## src/rtl/i2s_sample_feeder.sv

```systemverilog
// i2s_sample_feeder: stereo frame FIFO feeding an I2S DAC serializer.
// The serializer runs off BCLK/LRCK levels sampled in the i_CLK domain.
// Optional feature macro: I2S_FEEDER_UNDERRUN_CNT_EN enables a saturating
// 8-bit underrun frame counter on o_UNDERRUN_CNT. Without it, the port is tied to 0.
module i2s_sample_feeder #(
  parameter int DataWidth = 16,
  parameter int DepthLog2 = 3
) (
  input  logic                 i_CLK,
  input  logic                 i_NRESET,
  input  logic                 i_ENABLE,
  input  logic                 i_BCLK,
  input  logic                 i_LRCK,
  input  logic                 i_SAMPLE_VALID,
  input  logic [DataWidth-1:0] i_SAMPLE_L,
  input  logic [DataWidth-1:0] i_SAMPLE_R,
  output logic                 o_SAMPLE_READY,
  output logic                 o_DAC_DATA,
  output logic                 o_UNDERRUN,
  output logic [7:0]           o_UNDERRUN_CNT
);

  localparam int Depth = 1 << DepthLog2;
  localparam int PtrW  = DepthLog2 + 1;
  localparam int CntW  = $clog2(DataWidth + 1);

  typedef enum logic [1:0] {
    WAIT_SYNC = 2'd0,
    SHIFT     = 2'd1,
    PAD       = 2'd2
  } state_e;

  logic                 bclk_q;
  logic                 lrck_q;
  logic                 bclk_fall;
  logic                 lrck_fall;
  logic                 lrck_rise;

  logic [PtrW-1:0]      wr_ptr_q;
  logic [PtrW-1:0]      rd_ptr_q;
  logic                 empty;
  logic                 full;
  logic                 push;
  logic                 pop;
  logic                 underrun_evt;

  logic [DataWidth-1:0] mem_l [Depth];
  logic [DataWidth-1:0] mem_r [Depth];
  logic [DataWidth-1:0] rd_l;
  logic [DataWidth-1:0] rd_r;

  state_e               state_q;
  logic [DataWidth-1:0] shreg_q;
  logic [DataWidth-1:0] right_q;
  logic [CntW-1:0]      bit_cnt_q;
  logic                 dac_q;
  logic                 underrun_q;

  // Edges are taken between the single registered copy and the live input.
  assign bclk_fall    = bclk_q & ~i_BCLK;
  assign lrck_fall    = bclk_fall & lrck_q & ~i_LRCK;
  assign lrck_rise    = bclk_fall & ~lrck_q & i_LRCK;

  assign empty        = (wr_ptr_q == rd_ptr_q);
  assign full         = (wr_ptr_q[DepthLog2] != rd_ptr_q[DepthLog2]) &&
                        (wr_ptr_q[DepthLog2-1:0] == rd_ptr_q[DepthLog2-1:0]);
  assign pop          = i_ENABLE & lrck_fall & ~empty;
  assign underrun_evt = i_ENABLE & lrck_fall & empty;
  // A pop in the same cycle frees a slot, so a full FIFO still takes the push.
  assign o_SAMPLE_READY = ~full | pop;
  assign push         = i_SAMPLE_VALID & o_SAMPLE_READY;

  assign rd_l         = mem_l[rd_ptr_q[DepthLog2-1:0]];
  assign rd_r         = mem_r[rd_ptr_q[DepthLog2-1:0]];

  assign o_DAC_DATA   = dac_q;
  assign o_UNDERRUN   = underrun_q;

  // Single sampling stage for the bit clock and word select levels.
  always_ff @(posedge i_CLK or negedge i_NRESET) begin
    if (!i_NRESET) begin
      bclk_q <= 1'b0;
      lrck_q <= 1'b0;
    end else begin
      bclk_q <= i_BCLK;
      lrck_q <= i_LRCK;
    end
  end

  // Frame storage; left and right words are written together.
  always_ff @(posedge i_CLK) begin
    if (push) begin
      mem_l[wr_ptr_q[DepthLog2-1:0]] <= i_SAMPLE_L;
      mem_r[wr_ptr_q[DepthLog2-1:0]] <= i_SAMPLE_R;
    end
  end

  // FIFO pointers with one extra wrap bit to tell full from empty.
  always_ff @(posedge i_CLK or negedge i_NRESET) begin
    if (!i_NRESET) begin
      wr_ptr_q <= '0;
      rd_ptr_q <= '0;
    end else begin
      if (push) wr_ptr_q <= wr_ptr_q + PtrW'(1);
      if (pop)  rd_ptr_q <= rd_ptr_q + PtrW'(1);
    end
  end

  // Serializer: each BCLK fall emits the next bit of the current word, and an
  // LRCK change on the same fall reloads so its MSB goes out on the next fall.
  always_ff @(posedge i_CLK or negedge i_NRESET) begin
    if (!i_NRESET) begin
      state_q    <= WAIT_SYNC;
      shreg_q    <= '0;
      right_q    <= '0;
      bit_cnt_q  <= '0;
      dac_q      <= 1'b0;
      underrun_q <= 1'b0;
    end else if (!i_ENABLE) begin
      state_q <= WAIT_SYNC;
      dac_q   <= 1'b0;
    end else if (bclk_fall) begin
      if (state_q == SHIFT) begin
        dac_q   <= shreg_q[DataWidth-1];
        shreg_q <= shreg_q << 1;
        if (bit_cnt_q == CntW'(DataWidth - 1)) begin
          state_q <= PAD;
        end else begin
          bit_cnt_q <= bit_cnt_q + CntW'(1);
        end
      end else begin
        dac_q <= 1'b0;
      end
      if (lrck_fall) begin
        state_q   <= SHIFT;
        bit_cnt_q <= '0;
        if (!empty) begin
          shreg_q <= rd_l;
          right_q <= rd_r;
        end else begin
          shreg_q    <= '0;
          right_q    <= '0;
          underrun_q <= 1'b1;
        end
      end else if (lrck_rise && (state_q != WAIT_SYNC)) begin
        state_q   <= SHIFT;
        bit_cnt_q <= '0;
        shreg_q   <= right_q;
      end
    end
  end

`ifdef I2S_FEEDER_UNDERRUN_CNT_EN
  logic [7:0] ucnt_q;

  // Count frames sent as silence because the FIFO was empty; saturates.
  always_ff @(posedge i_CLK or negedge i_NRESET) begin
    if (!i_NRESET) begin
      ucnt_q <= '0;
    end else if (underrun_evt && (ucnt_q != 8'hFF)) begin
      ucnt_q <= ucnt_q + 8'd1;
    end
  end

  assign o_UNDERRUN_CNT = ucnt_q;
`else
  assign o_UNDERRUN_CNT = '0;
`endif

endmodule

```

## config.mk

```make
export PLATFORM = sky130hd
export DESIGN_NAME = i2s_sample_feeder
export DESIGN_NICKNAME = d
export VERILOG_FILES = /design/src/rtl/i2s_sample_feeder.sv
export SDC_FILE = /design/constraint.sdc
export NUM_CORES = 1
export LEC_CHECK = 0
export BUFFER_PORTS_ARGS = -buffer_cell sky130_fd_sc_hd__buf_2
export CAP_MARGIN = 20
export CORE_ASPECT_RATIO = 0.7
export CORE_MARGIN = 2
export CORE_UTILIZATION = 42
export DETAILED_ROUTE_END_ITERATION = 10
export GPL_TIMING_DRIVEN = 0
export PLACE_DENSITY_LB_ADDON = 0.3
export SYNTH_ARGS = -nofsm -noshare
export SYNTH_HDL_FRONTEND = slang
export SYNTH_SLANG_ARGS = --single-unit
```

## constraint.sdc

```tcl
create_clock -name i_CLK -period 4.55 [get_ports i_CLK]
set_input_delay 0.6825 -clock i_CLK [delete_from_list [all_inputs] [get_ports i_CLK]]
set_output_delay 0.6825 -clock i_CLK [all_outputs]
set_load 0.01 [all_outputs]
```

==> results.toml, run 1 <==
[timing]
setup_viol = 0
timing.slew.headroom_pct = 41.0
max_freq_ghz = 0.350
layout_setup_ws_ns = 1.70
rsz0062_at_grt = "false"
final.setup_skew_ns = 0.0166
timing_hold_violations_final = 0
period_share_pct = 62.7
drv_slew = 0
worstMarginPinSlew_ns = 0.886
min_period_ns = 2.85

[pwr]
combinationalPowerShare_pct = 26.3
p_total_mw = 8.69
p_clk_share_pct = 30.7
leakage_nw = 4.85
worst_ir_drop_vdd_mv = 0.334
p_int_mw = 6.27
power_switching_mw = 2.42
swShare_pct = 27.9
power_density_nw_per_um2 = 606
pwr-share-seq_pct = 43.0

[detailed_routing]
totalWireLength_um = 25900
routedWlPerCell_um = 22.8
vias = 6286
antenna_left = 0
dr.pass1.iters = 7
drt_first_iter_violations = 570
viasPerCell = 5.53
drc = 0

[floorplan]
coreArea_um2 = 28800
die_w_um = 208
io_pins = 49
die_y_um = 147
die_area_um2 = 30700
start_util_pct = 42.6
rows = 52

[place]
io_buffers = 39
dp_hpwl_um = 17000
dp.cells = 1078
placed_cell_area_um2 = 13200
place_congestion = 0.898
dp_slack_ns = 1.42

[setup_path]
crit_top_cell = "buf_6"
worstSetupEndpoint = "mem_l[4][12]"
cp_max_fo = 11
cpPeakStageDelay_ns = 0.68
r2r-start = "wr_ptr_q[0]"
path_cells = "buf_2, xor2_1, a2111oi_4, a21boi_2, nor4bb_4, buf_6, buf_6"
required_ns = 4.80
crit_arrival_ns = 3.11
end_kind = "register"
crit_start = "wr_ptr_q[0]"
crit-reg2reg-capture = "mem_l[4][12]"
r2r_slack_ns = 1.70
worst_setup_path_start_kind = "register"
crit_type = "reg2reg"
slowest_stage = "nor4bb_4"
reg2regPathDepth = 7

[clocking]
cts_buffers = 30
clock_latency_ns = 0.56
cts_sinks = 307
cts_setup_buffers = 0
h-tree-depth = 1
root_buffer = "clkbuf_16"
max-clock-path-buffers = 3
clk_pin_slew_worst_paths_ns = 0.07
ctsHoldBuffers = 0
cts_resized = 0
cts_tree = "built"

[logic_synthesis]
synth-edff-count = 256
yosysUniqueCellTypes = 48
ys_ff_latch = 307
synth.cell_area_um2 = 12300
syn_avg_cell_area_um2 = 19.1
ys_seq_area_share_pct = 73.0
synth-main-ff-cell = "edfxtp_1"
yosysWarnings = 0
syn_inst = 642
synthArstFlopShare_pct = 16.6

[final_layout]
nFillCells = 2327
instances_no_fill = 1136
drive_above_1_share_pct = 30.3
fin_nets = 775
final_area_um2 = 14300
fin_util_pct = 49.7
syn_to_final_growth_pct = 16.7

[grt]
antenna_found_initial = 1
gr-total-overflow = 0
grt_max_degree = 52
grt_pass1_wl_um = 39800
grt_usage_pct = 17.3
grt_pass1_vias = 6471

[worst_hold_path]
min_path_type = "in2async"

[run_status]
status = "complete, no violations"

[flow_run]
cap_violations = 0
[cells by family (layout without fill, tap and decap cells)]
family | after synthesis | after routing | synth area share [%]
DFF | 307 | 307 | 73.0
xor gates and xnor gates | 10 | 10 | 0.713
other | 1 | 9 | 0.0305
adders and majority gates | 4 | 4 | 0.407
buffers and inverters | 55 | 163 | 2.68
muxes | 99 | 99 | 14.8
AOI/OAI and AO/OA | 68 | 68 | 3.99
and+or+nand+nor | 98 | 98 | 4.37
[cells in the final DEF, fill, tap and decap left out, types with 3 or more instances in the layout]
cell type,count
edfxtp_1,256
mux4_2,62
dfrtp_1,51
buf_2,50
nand2_1,37
clkbuf_16,34
o21ai_0,31
clkbuf_1,28
nor2_1,18
mux2_2,18
mux2i_1,17
a41oi_1,12
buf_6,10
nand3_2,10
buf_4,10
conb_1,8
inv_1,7
xor2_1,7
buf_12,7
nand3_1,7
a21oi_1,5
bufinv_16,5
nand4_1,4
nor2b_1,4
ha_1,4
clkinv_1,4
and4b_2,3
and3_1,3
xnor2_1,3
a2111oi_0,3
o22ai_1,3
a41oi_2,3
clkinv_2,3
[Yosys cell counts (all sizes together) (6+ instances only)]
| master | instances | area, µm² |
|---|---|---|
| a21oi | 6 | 30.0 |
| a41oi | 15 | 154 |
| buf | 28 | 226 |
| clkbuf | 20 | 76.3 |
| dfrtp | 51 | 1280 |
| edfxtp | 256 | 7690 |
| inv | 7 | 26.3 |
| mux2 | 18 | 203 |
| mux2i | 17 | 170 |
| mux4 | 64 | 1450 |
| nand2 | 37 | 139 |
| nand3 | 17 | 135 |
| nor2 | 18 | 67.6 |
| o21ai | 31 | 155 |
| xor2 | 7 | 61.3 |
[final cells by class]
type	instances	area [µm²]	area share, %
Inverter	7	26.3	0.183
Multi-Input combinational cell	287	3060	21.4
Tap cell	378	473	3.30
Clock inverter	12	180	1.26
Sequential cell	307	8960	62.5
Clock buffer	44	898	6.27
Buffer	48	303	2.11
Timing Repair Buffer	52	422	2.94
Antenna cell	1	2.50	0.0175
[worst min path at each step]
stage / to / slack, ns / cells after the start
floorplan: bclk_q / 0.39 / 0
detailed placement: right_q[11] / 0.48 / 2
global placement: right_q[11] / 0.47 / 2
finish: bclk_q / 0.007 / 1
CTS: bclk_q / 0.24 / 1
global route: bclk_q / 0.01 / 1
[per-layer routing]
layer | global-route usage, % | wire, µm
met5 | 0 | 0
met1 | 27.1 | 12800
met2 | 25.3 | 11400
met3 | 3.42 | 1320
met4 | 3.53 | 451
[registers in the layout, indices dropped and copies added (netlist names)]
| name | flops |
|---|---|
| o_UNDERRUN | 1 |
| lrck_q | 1 |
| bclk_q | 1 |
| shreg_q | 16 |
| state_q | 2 |
| mem_l | 128 |
| right_q | 16 |
| wr_ptr_q | 4 |
| rd_ptr_q | 4 |
| o_DAC_DATA | 1 |
| mem_r | 128 |
| bit_cnt_q | 5 |
[worst max-delay path: cells and delay by family (launching register included)]
kind | cells | cell delay, ns
buf+inv | 3 | 0.69
simple gates | 1 | 0.68
compound gates | 2 | 0.47
flops | 1 | 0.36
xor+xnor | 1 | 0.33
[stage by stage]
stage / hold WS, ns / TNS, ns
floorplan: 0.387 / 0
global placement: 0.472 / -126.08
detailed placement: 0.476 / 0
CTS: 0.240 / 0
global route: 0.0126 / 0
finish: 0.00679 / 0
[power by group through the flow]
stage          sequential, mW  combinational, mW  clock, mW
3_3_place_gp             3.80               2.14          0
3_5_place_dp             3.79               2.32          0
6_report                 3.74               2.28       2.67
4_1_cts                  3.74               2.33       2.72
5_1_grt                  3.78               2.47       2.83
2_1_floorplan            3.74               1.58          0
Note: power is estimated with default switching activity, not from simulation.
==> inputs of run 2 (changes only) <==
==> constraint.sdc (replaced) <==
create_clock -name i_CLK -period 2.8 [get_ports i_CLK]
set_input_delay 0.42 -clock i_CLK [delete_from_list [all_inputs] [get_ports i_CLK]]
set_output_delay 0.42 -clock i_CLK [all_outputs]
set_load 0.01 [all_outputs]
==> results.toml, run 2 (synthesis results as in run 1) <==
[grt]
grt_pass1_wl_um = 38700
grt_pass1_vias = 6355
grt_max_degree = 52
gr-total-overflow = 0
antenna_found_initial = 0
grt_usage_pct = 16.9

[setup_path]
r2r_slack_ns = 0.13
crit-reg2reg-capture = "mem_l[0][13]"
cpPeakStageDelay_ns = 0.64
slowest_stage = "and3b_2"
cp_max_fo = 17
crit_arrival_ns = 2.93
worst-path-buf-inv = 2
reg2regPathDepth = 6
worst_setup_path_start_kind = "register"
path_cells = "buf_2, xor2_1, a2111oi_4, a21boi_2, and3b_2, buf_16"
r2r-start = "wr_ptr_q[0]"
end_kind = "register"
crit_type = "reg2reg"
crit_family = "simple AND/OR/NAND/NOR gates"
required_ns = 3.06

[pwr]
p_total_mw = 13.3
power_density_nw_per_um2 = 941
power_switching_mw = 3.84
combinationalPowerShare_pct = 27.9
worst_ir_drop_vdd_mv = 0.602
pwr-share-seq_pct = 45.6
p_int_mw = 9.48
swShare_pct = 28.8
leakage_nw = 4.75
p_clk_share_pct = 26.5

[final_layout]
final_cell_mix = "256 x edfxtp_1, 62 x mux4_2, 51 x dfrtp_1, 50 x buf_2, 37 x nand2_1"
drive_above_1_share_pct = 29.6
fin_util_pct = 49.1
register_area_um2 = 8960
syn_to_final_growth_pct = 15.2
fin_nets = 780
layout_commonest_cell = "edfxtp_1"
instances_no_fill = 1136
nFillCells = 2342
diodes = 0
multiInputGateArea_um2 = 3070

[clocking]
root_buffer = "clkbuf_16"
cts_tree = "built"
clock_latency_ns = 0.56
cts_sinks = 307
h-tree-depth = 1
max-clock-path-buffers = 3
cts_buffers = 29
clk_pin_slew_worst_paths_ns = 0.06

[floorplan]
io_pins = 49
start_util_pct = 42.6
die_w_um = 208
die_area_um2 = 30700
rows = 52
die_y_um = 147
coreArea_um2 = 28800

[timing]
setup_viol = 0
final.setup_skew_ns = 0.00909
timing.slew.headroom_pct = 41.4
period_share_pct = 95.4
worstMarginPinSlew_ns = 0.877
hold_slack_ns = 0.0289
rsz0062_at_grt = "false"
min_period_ns = 2.67
drv_slew = 0
timing_hold_violations_final = 0
max_freq_ghz = 0.374

[detailed_routing]
totalWireLength_um = 25400
drc = 0
viasPerCell = 5.48
routedWlPerCell_um = 22.4
drt_first_iter_violations = 491
antenna_left = 0
vias = 6226
dr.pass1.iters = 4

[worst_hold_path]
min_path_type = "in2reg"
min_to = "bclk_q"
min_path_cells = 1
min_from = "i_BCLK"

[flow_run]
cap_violations = 0

[place]
dp.cells = 1078
place_congestion = 0.859
io_buffers = 39
dp_hpwl_um = 16500

[run_status]
status = "complete, no violations"
[run 2: cell count changes in the layout (fill, tap and decap cells not counted), sizes merged]
cell	delta
buf	+4
dlygate4sd3	+2
diode	-1
inv	+1
clkbuf	-1
bufinv	-5
[run 2: metrics by stage]
stage / area (µm²) / worst slack [ns] / TNS (ns)
2_1_floorplan: 12300 / 0.00822 / 0
3_3_place_gp: 13000 / -1.38 / -228.33
3_5_place_dp: 13200 / -0.104 / -0.726
4_1_cts: 14100 / 0.0566 / 0
5_1_grt: 14100 / 0.0152 / 0
6_report: 14100 / 0.128 / 0
[run 2: layer usage]
layer | global-route usage, % | share of wire [%] | up-vias
li1 | - | - | 2758
met1 | 26.3 | 49 | 3292
met2 | 25.2 | 45 | 147
met3 | 3.12 | 5.0 | 29
met4 | 3.17 | 1.5 | 0
met5 | 0 | 0 | -
[run 2: cell type report]
type / count / share of cell area [%]
Buffer: 48 / 2.14
Clock buffer: 43 / 5.64
Clock inverter: 8 / 0.265
Inverter: 7 / 0.186
Multi-Input combinational cell: 287 / 21.7
Sequential cell: 307 / 63.4
Tap cell: 378 / 3.34
Timing Repair Buffer: 58 / 3.36
[run 2: how the worst max path moves through the flow]
| stage | startpoint | endpoint | cells after the start |
|---|---|---|---|
| CTS | wr_ptr_q[0] | mem_r[6][7] | 6 |
| global placement | i_LRCK | mem_l[2][13] | 5 |
| global route | wr_ptr_q[0] | mem_r[0][10] | 6 |
| detailed placement | i_LRCK | mem_l[2][13] | 7 |
| floorplan | wr_ptr_q[0] | mem_l[2][0] | 5 |
| finish | wr_ptr_q[0] | mem_l[0][13] | 6 |
[run 2: power groups by stage]
stage	combinational (mW)	clock (mW)	sequential [mW]
finish	3.72	3.53	6.07
floorplan	2.59	0	6.08
CTS	3.76	3.62	6.07
global route	4.02	3.79	6.13
global placement	3.52	0	6.15
detailed placement	3.73	0	6.16
[run 2: timing repair]
item	in CTS	in global routing
gates resized for setup	0	3
endpoints found under the setup margin	7	52
hold endpoints to repair	1	11
hold buffers	1	1
buffers inserted	2	2
